==> src/rtl/spi_slave.sv <==
// spi_slave: SPI mode-0 slave front end with oversampled inputs, byte deframing and reply serialiser
module spi_slave #(
    parameter int SYNC_STAGES = 2
) (
    input  logic       clk,
    input  logic       rst_n,
    input  logic       spi_sck,
    input  logic       spi_cs_n,
    input  logic       spi_mosi,
    output logic       spi_miso,
    output logic       spi_miso_oe,
    output logic [7:0] rx_data,
    output logic       rx_stb,
    output logic       tsx_start,
    output logic       tsx_end,
    input  logic [7:0] tx_data
);
    typedef enum logic [1:0] {IDLE, LOAD, ACTIVE} state_t;
    state_t state_q, state_d;
    logic [SYNC_STAGES-1:0] sck_sync_q, sck_sync_d, cs_sync_q, cs_sync_d, mosi_sync_q, mosi_sync_d;
    logic sck_dly_q, sck_dly_d, cs_dly_q, cs_dly_d;
    logic sck_s, cs_s, mosi_s, sck_rise, sck_fall, cs_rise, cs_fall;
    logic [6:0] rx_shift_q, rx_shift_d;
    logic [7:0] tx_shift_q, tx_shift_d, rx_data_q, rx_data_d;
    logic [2:0] bit_cnt_q, bit_cnt_d;
    logic rx_stb_q, rx_stb_d;
    // Synchroniser shift and edge detection against the delayed copies
    always_comb begin
        sck_sync_d  = {sck_sync_q[SYNC_STAGES-2:0], spi_sck};
        cs_sync_d   = {cs_sync_q[SYNC_STAGES-2:0], spi_cs_n};
        mosi_sync_d = {mosi_sync_q[SYNC_STAGES-2:0], spi_mosi};
        sck_s       = sck_sync_q[SYNC_STAGES-1];
        cs_s        = cs_sync_q[SYNC_STAGES-1];
        mosi_s      = mosi_sync_q[SYNC_STAGES-1];
        sck_dly_d   = sck_s;
        cs_dly_d    = cs_s;
        sck_rise    = sck_s & ~sck_dly_q;
        sck_fall    = ~sck_s & sck_dly_q;
        cs_rise     = cs_s & ~cs_dly_q;
        cs_fall     = ~cs_s & cs_dly_q;
    end
    // Synchroniser and edge-detect flops; chip select idles deasserted
    always_ff @(posedge clk or negedge rst_n) begin
        if (!rst_n) begin
            sck_sync_q  <= '0;
            cs_sync_q   <= '1;
            mosi_sync_q <= '0;
            sck_dly_q   <= 1'b0;
            cs_dly_q    <= 1'b1;
        end else begin
            sck_sync_q  <= sck_sync_d;
            cs_sync_q   <= cs_sync_d;
            mosi_sync_q <= mosi_sync_d;
            sck_dly_q   <= sck_dly_d;
            cs_dly_q    <= cs_dly_d;
        end
    end
    // State register
    always_ff @(posedge clk or negedge rst_n) begin
        if (!rst_n) state_q <= IDLE;
        else        state_q <= state_d;
    end
    // Next state: a chip-select release overrides everything else
    always_comb begin
        state_d = state_q;
        if (cs_rise) state_d = IDLE;
        else begin
            case (state_q)
                IDLE:    state_d = cs_fall ? LOAD : IDLE;
                LOAD:    state_d = ACTIVE;
                default: state_d = ACTIVE;
            endcase
        end
    end
    // Shift datapath: sample MOSI on SCK rise, advance MISO on SCK fall
    always_comb begin
        rx_shift_d = rx_shift_q;
        tx_shift_d = tx_shift_q;
        bit_cnt_d  = bit_cnt_q;
        rx_data_d  = rx_data_q;
        rx_stb_d   = 1'b0;
        if (state_q == IDLE && cs_fall) bit_cnt_d = 3'd0;
        if (state_q == LOAD && !cs_rise) tx_shift_d = tx_data;
        if (state_q == ACTIVE && !cs_rise && sck_rise) begin
            rx_shift_d = {rx_shift_q[5:0], mosi_s};
            bit_cnt_d  = bit_cnt_q + 3'd1;
            rx_stb_d   = (bit_cnt_q == 3'd7);
            rx_data_d  = (bit_cnt_q == 3'd7) ? {rx_shift_q, mosi_s} : rx_data_q;
        end
        if (state_q == ACTIVE && !cs_rise && sck_fall)
            tx_shift_d = (bit_cnt_q == 3'd0) ? tx_data : {tx_shift_q[6:0], 1'b0};
    end
    // Datapath flops
    always_ff @(posedge clk or negedge rst_n) begin
        if (!rst_n) begin
            rx_shift_q <= '0;
            tx_shift_q <= '0;
            bit_cnt_q  <= '0;
            rx_data_q  <= '0;
            rx_stb_q   <= 1'b0;
        end else begin
            rx_shift_q <= rx_shift_d;
            tx_shift_q <= tx_shift_d;
            bit_cnt_q  <= bit_cnt_d;
            rx_data_q  <= rx_data_d;
            rx_stb_q   <= rx_stb_d;
        end
    end
    // Outputs: MISO driven only inside a transaction, frame pulses decoded from edge flops
    always_comb begin
        spi_miso_oe = (state_q != IDLE);
        spi_miso    = (state_q != IDLE) & tx_shift_q[7];
        tsx_start   = (state_q == IDLE) & cs_fall;
        tsx_end     = cs_rise;
        rx_data     = rx_data_q;
        rx_stb      = rx_stb_q;
    end
endmodule

==> config.mk <==
export PLATFORM = sky130hd
export DESIGN_NAME = spi_slave
export DESIGN_NICKNAME = d
export VERILOG_FILES = /design/src/rtl/spi_slave.sv
export SDC_FILE = /design/constraint.sdc
export NUM_CORES = 1
export LEC_CHECK = 0
export CORE_ASPECT_RATIO = 0.75
export CORE_MARGIN = 8
export CORE_UTILIZATION = 40
export DETAILED_ROUTE_END_ITERATION = 6
export GPL_ROUTABILITY_DRIVEN = 0
export PLACE_DENSITY = 0.72
export SYNTH_ARGS = -nofsm -noshare
export SYNTH_HDL_FRONTEND = slang
export SYNTH_SLANG_ARGS = --single-unit
==> constraint.sdc <==
create_clock -name clk -period 2.8 [get_ports clk]
set_clock_uncertainty 0.15 [all_clocks]
set_input_delay 0.42 -clock clk [delete_from_list [all_inputs] [get_ports clk]]
set_output_delay 0.42 -clock clk [all_outputs]
set_load 0.1 [all_outputs]
==> flow_metrics.env, run 1 <==
export IMPL_status="finished, final reports clean"
export IMPL_synth_seq_area_share=0.596
export IMPL_path_class="register to output port"
export IMPL_synth_cells=110
export IMPL_max_vdd_ir_drop_mv=0.435
export IMPL_end_kind="output port"
export IMPL_port_buffers=25
export IMPL_die_h_um=70.1
export IMPL_crit_path_max_incr_delay_ns=0.43
export IMPL_clock_latency_ns=0.28
export IMPL_setup_viol=0
export IMPL_vias_per_cell=4.58
export IMPL_cts_resized=0
export IMPL_min_period_ns=2.27
export IMPL_drtIter0Drc=32
export IMPL_final_period_utilization=0.811
export IMPL_antennaDiodeCount=0
export IMPL_required_ns=2.23
export IMPL_netlist_area_sq_um=1560
export IMPL_die_area_sq_um=6180
export IMPL_placementRows=19
export IMPL_hold_viol=0
export IMPL_grt_pass1_vias=987
export IMPL_coreArea_sq_um=3710
export IMPL_ant_nets=0
export IMPL_synth_top_area_cell="dfrtp_1"
export IMPL_path_cells="nor2_1, nand3b_1, inv_1, buf_4"
export IMPL_cts_sinks=37
export IMPL_grt_max_degree=38
export IMPL_synth_edf_count=0
export IMPL_grt_overflow_total=0
export IMPL_clk_pin_slew_ns=0.07
export IMPL_regToRegEndpoint="rx_data[1]"
export IMPL_postCtsSetupBuffers=0
export IMPL_cts_buffers=5
export IMPL_cts_path_max_buffers=2
export IMPL_async_flop_share=1.00
export IMPL_cap_violations=0
export IMPL_dr_pass1_iters=3
export IMPL_cp_max_fo=4
export IMPL_finalPower_w=0.00140
export IMPL_dpl_hpwl_um=2050
export IMPL_yosysTopAreaCellShare=0.545
export IMPL_grt_antenna_before_repair=0
export IMPL_area_delta_synth_final_pct=23.8
export IMPL_drc=0
export IMPL_vias=884
export IMPL_startpoint_type="register"
export IMPL_syn_num_nets=126
export IMPL_root_buffer="clkbuf_8"
export IMPL_worstMarginPinSlew_ns=0.803
export IMPL_p_leak_nw=1.03
export IMPL_fin_util=0.521
export IMPL_synth_cell_types=23
export IMPL_reg2regPathDepth=4
export IMPL_synthTopCellsByArea="dfrtp_1 55%, mux2_4 13%, mux2i_1 5.8%"
export IMPL_rsz0062_at_grt="no"
export IMPL_avgSynthCellArea_sq_um=14.2
export IMPL_worst_path_max_delay_cell="dfrtp_1"
export IMPL_cts_max_level=2
export IMPL_wire_per_inst_um=14.1
export IMPL_pwr_density_cell_nw_per_um2=724
export IMPL_cts_hold_buffers=0
export IMPL_r2r_slack_ns=0.77
export IMPL_die_width_um=88.1
export IMPL_relSlewSlack=0.464
export IMPL_ioPinCount=26
export IMPL_max_freq_mhz=440
export IMPL_start_util=0.421
export IMPL_fin_nets=156
export IMPL_crit_family="simple AND/OR/NAND/NOR gates"
export IMPL_ys_ff_latch=37
export IMPL_fillers=330
export IMPL_cts_tree="yes"
export IMPL_setup_tns_ns=0
export IMPL_hold_path_class="input port to asynchronous set/reset pin"
export IMPL_yosysWarnings=0
export IMPL_grt_pass1_wl_um=4510
export IMPL_r2r_start="cs_dly_q"
export IMPL_drive_gt1_frac=0.326
export IMPL_critPathBufInv=2
export IMPL_grt_total_usage=0.0955
export IMPL_postSynth_topFlopCell="dfrtp_1"
export IMPL_crit_arrival_ns=1.70
export IMPL_drt_wl_total_um=2720
export IMPL_slew_viol_final=0
## power breakdown
group,switching (W),total [W],internal [W]
Sequential,0.0000604,0.000688,0.000628
Combinational,0.000142,0.000244,0.000102
Clock,0.000177,0.000468,0.000290
Total,0.000380,0.00140,0.00102
## worst reg2reg max path, stage by stage (launching register included)
cell and delay (ns):
dfstp_2 0.53, nand2b_4 0.14, and4b_1 0.60, nand2_8 0.16
mux2_4 0.33
## per-layer routing
| layer | vias to the layer above | GRT usage | wire length [um] |
|---|---|---|---|
| li1 | 425 | - | - |
| met1 | 440 | 0.108 | 1230 |
| met2 | 14 | 0.154 | 1340 |
| met3 | 5 | 0.0397 | 109 |
| met4 | 0 | 0.0393 | 36 |
| met5 | - | 0 | 0 |
## cell usage after synthesis (2+ instances only)
library cell,instances
buf_6,2
dfrtp_1,34
dfstp_2,3
ha_1,3
inv_1,9
mux2_2,2
mux2_4,13
mux2i_1,9
nand2_1,11
nor2_1,3
nor2b_1,2
o21ai_0,8
## flip-flops by register name (all words and copies together) (netlist names)
name,cells
cs_sync_q,2
bit_cnt_q,3
mosi_sync_q,2
state_q,2
rx_shift_q,7
cs_dly_q,1
rx_stb,1
rx_data,8
tx_shift_q,8
sck_dly_q,1
sck_sync_q,2
## placed cells by master, fill, tap and decap left out
cell,n
o21ai_2,1
mux2_2,2
and2b_1,1
bufinv_16,1
and4b_1,1
nand3b_1,1
and4bb_2,1
nand2_8,1
nand2b_4,1
nor2b_1,2
buf_4,14
buf_2,1
clkdlybuf4s50_1,11
clkbuf_1,1
mux2i_1,9
ha_1,3
dfrtp_1,34
o2111ai_2,1
o21ai_0,8
nand2_1,11
nor2b_4,1
inv_1,9
o31ai_1,1
mux2_4,13
nor2_1,3
dfstp_2,3
clkbuf_8,6
## final cells by class
type / count / area [sq um] / share of cell area
clock buffer: 7 / 86.3 / 0.0447
clock inverter: 1 / 30.0 / 0.0155
tap: 52 / 65.1 / 0.0337
timing repair buffer: 26 / 220 / 0.114
multi-input combinational: 61 / 567 / 0.293
sequential: 37 / 930 / 0.481
inverter: 9 / 33.8 / 0.0175
## metrics by stage
step | setup WS [ns] | std cells | instance area, sq um | hold slack, ns
floorplan | 0.406 | 110 | 1560 | -0.0256
global placement | 0.847 | 185 | 1820 | 0.186
detailed placement | 0.762 | 185 | 1820 | 0.190
CTS | 0.528 | 193 | 1930 | 0.0905
global route | 0.396 | 193 | 1930 | 0.131
finish | 0.529 | 193 | 1930 | 0.0721
## worst max path at each step
stage / startpoint / end / cells after the start
global route: state_q[0] / tsx_start / 4
floorplan: state_q[0] / spi_miso / 2
finish: state_q[0] / tsx_start / 4
global placement: cs_dly_q / rx_data[0] / 4
detailed placement: cs_dly_q / rx_data[2] / 4
CTS: state_q[0] / tsx_start / 4
## cells by family after synthesis
group           count (synthesis)  synth area share
compound gates                 11            0.0457
fa+ha+maj                       3            0.0241
mux                            24             0.197
simple gates                   23            0.0962
buf+inv                        12            0.0409
flops                          37             0.596
Note: power is estimated with default switching activity, not from simulation.
==> inputs of run 2 (changes only) <==
clock period = 2.1 ns   (was 2.8 ns; I/O delays follow)
==> flow_metrics.env, run 2 (synthesis results as in run 1) <==
export IMPL_pwr_density_cell_nw_per_um2=943
export IMPL_drt_wl_total_um=2760
export IMPL_status="finished, final reports clean"
export IMPL_wire_per_inst_um=14.1
export IMPL_drive_gt1_frac=0.343
export IMPL_max_vdd_ir_drop_mv=0.454
export IMPL_port_buffers=25
export IMPL_min_period_ns=1.97
export IMPL_setup_tns_ns=0
export IMPL_crit_arrival_ns=1.50
export IMPL_drtIter0Drc=22
export IMPL_root_buffer="clkbuf_8"
export IMPL_startpoint_type="register"
export IMPL_coreArea_sq_um=3710
export IMPL_postCtsSetupBuffers=0
export IMPL_fillers=326
export IMPL_required_ns=1.63
export IMPL_cp_max_fo=4
export IMPL_worstMarginPinSlew_ns=0.597
export IMPL_max_freq_mhz=508
export IMPL_worst_path_max_delay_cell="dfrtp_1"
export IMPL_cts_sinks=37
export IMPL_setup_viol=0
export IMPL_relSlewSlack=0.602
export IMPL_antennaDiodeCount=0
export IMPL_crit_family="flip-flops"
export IMPL_cts_max_level=2
export IMPL_final_period_utilization=0.937
export IMPL_hold_viol=0
export IMPL_cts_path_max_buffers=2
export IMPL_dpl_hpwl_um=2030
export IMPL_path_class="register to output port"
export IMPL_fin_ws_ns=0.133
export IMPL_vias_per_cell=4.62
export IMPL_die_h_um=70.1
export IMPL_final_common_cell="dfrtp_1"
export IMPL_area_delta_synth_final_pct=27.5
export IMPL_die_width_um=88.1
export IMPL_grt_max_degree=38
export IMPL_slew_viol_final=0
export IMPL_mostFrequentLayoutCells="34 x dfrtp_1, 13 x mux2_4, 13 x buf_4, 12 x clkdlybuf4s50_1, 11 x nand2_1"
export IMPL_pre_cts_ws_ns=0.285
export IMPL_final_area_sq_um=1990
export IMPL_r2r_slack_ns=0.28
export IMPL_placementRows=19
export IMPL_finalPower_w=0.00188
export IMPL_path_cells="nor2_2, nand3b_1, inv_1, buf_12"
export IMPL_hold_path_class="register to register"
export IMPL_ant_nets=0
export IMPL_grt_overflow_total=0
export IMPL_vias=901
export IMPL_placed_cell_area_sq_um=1880
export IMPL_start_util=0.421
export IMPL_clock_latency_ns=0.29
export IMPL_grt_total_usage=0.0972
export IMPL_grt_antenna_before_repair=0
export IMPL_dr_pass1_iters=4
export IMPL_ioPinCount=26
export IMPL_die_area_sq_um=6180
export IMPL_cap_violations=0
export IMPL_clk_pin_slew_ns=0.07
export IMPL_multi_input_area_sq_um=572
export IMPL_p_leak_nw=1.04
export IMPL_fin_util=0.536
export IMPL_cts_tree="yes"
export IMPL_grt_pass1_wl_um=4560
export IMPL_cts_buffers=5
export IMPL_fin_nets=158
export IMPL_final_seq_area_sq_um=930
export IMPL_rsz0062_at_grt="no"
export IMPL_critPathBufInv=2
export IMPL_grt_pass1_vias=973
export IMPL_end_kind="output port"
export IMPL_crit_path_max_incr_delay_ns=0.45
export IMPL_drc=0
[run 2: changes by cell type in the layout (fill, tap and decap cells not counted), sizes merged]
| cell | change |
|---|---|
| clkinv | +1 |
| clkbuf | -1 |
| buf | +1 |
| clkdlybuf4s50 | +1 |
[run 2: path summary, 6_finish.rpt]
kind	startpoint	endpoint	cells past startpoint
worst max-delay path	state_q[0]	tsx_start	4
worst min-delay path	sck_sync_q[0]	sck_sync_q[1]	0
worst max register to register	cs_dly_q	rx_data[0]	5
worst min register to register	sck_sync_q[0]	sck_sync_q[1]	0
max in group asynchronous	rst_n	cs_sync_q[1]	2
min in group asynchronous	rst_n	rx_data[2]	2
[run 2: what timing repair did]
item | in CTS | in global routing
setup endpoints to repair | 0 | 1
hold buffers | 0 | 0
resized for setup | 0 | 1
[run 2: final cells by class]
cell class | count | share of cell area
Clock inverter | 2 | 0.0195
Tap cell | 52 | 0.0327
Sequential cell | 37 | 0.467
Timing Repair Buffer | 28 | 0.140
Clock buffer | 6 | 0.0365
Inverter | 9 | 0.0170
Multi-Input combinational cell | 61 | 0.287
[run 2: metrics by stage]
step	instances	hold slack (ns)
floorplan	110	-0.131
global placement	187	0.184
detailed placement	187	0.194
CTS	195	0.211
global route	195	0.215
finish	195	0.211
[run 2: layer usage]
metal	part of all wire	vias up	track usage
li1	-	429	-
met1	0.41	453	0.105
met2	0.54	12	0.160
met3	0.019	7	0.0350
met4	0.026	0	0.0561
met5	0	-	0
[run 2: where the power goes]
group	total, W	internal [W]	leakage, nW	switching, W
clock network	0.000605	0.000356	0.0554	0.000249
logic	0.000352	0.000160	0.515	0.000193
registers	0.000919	0.000836	0.474	0.0000826
[run 2: worst reg2reg max path: stages (launching register included)]
cell and delay (ns):
dfstp_2 0.53, nand2b_4 0.14, and4b_1 0.20, buf_4 0.24, nand2_8 0.12, mux2_4 0.32
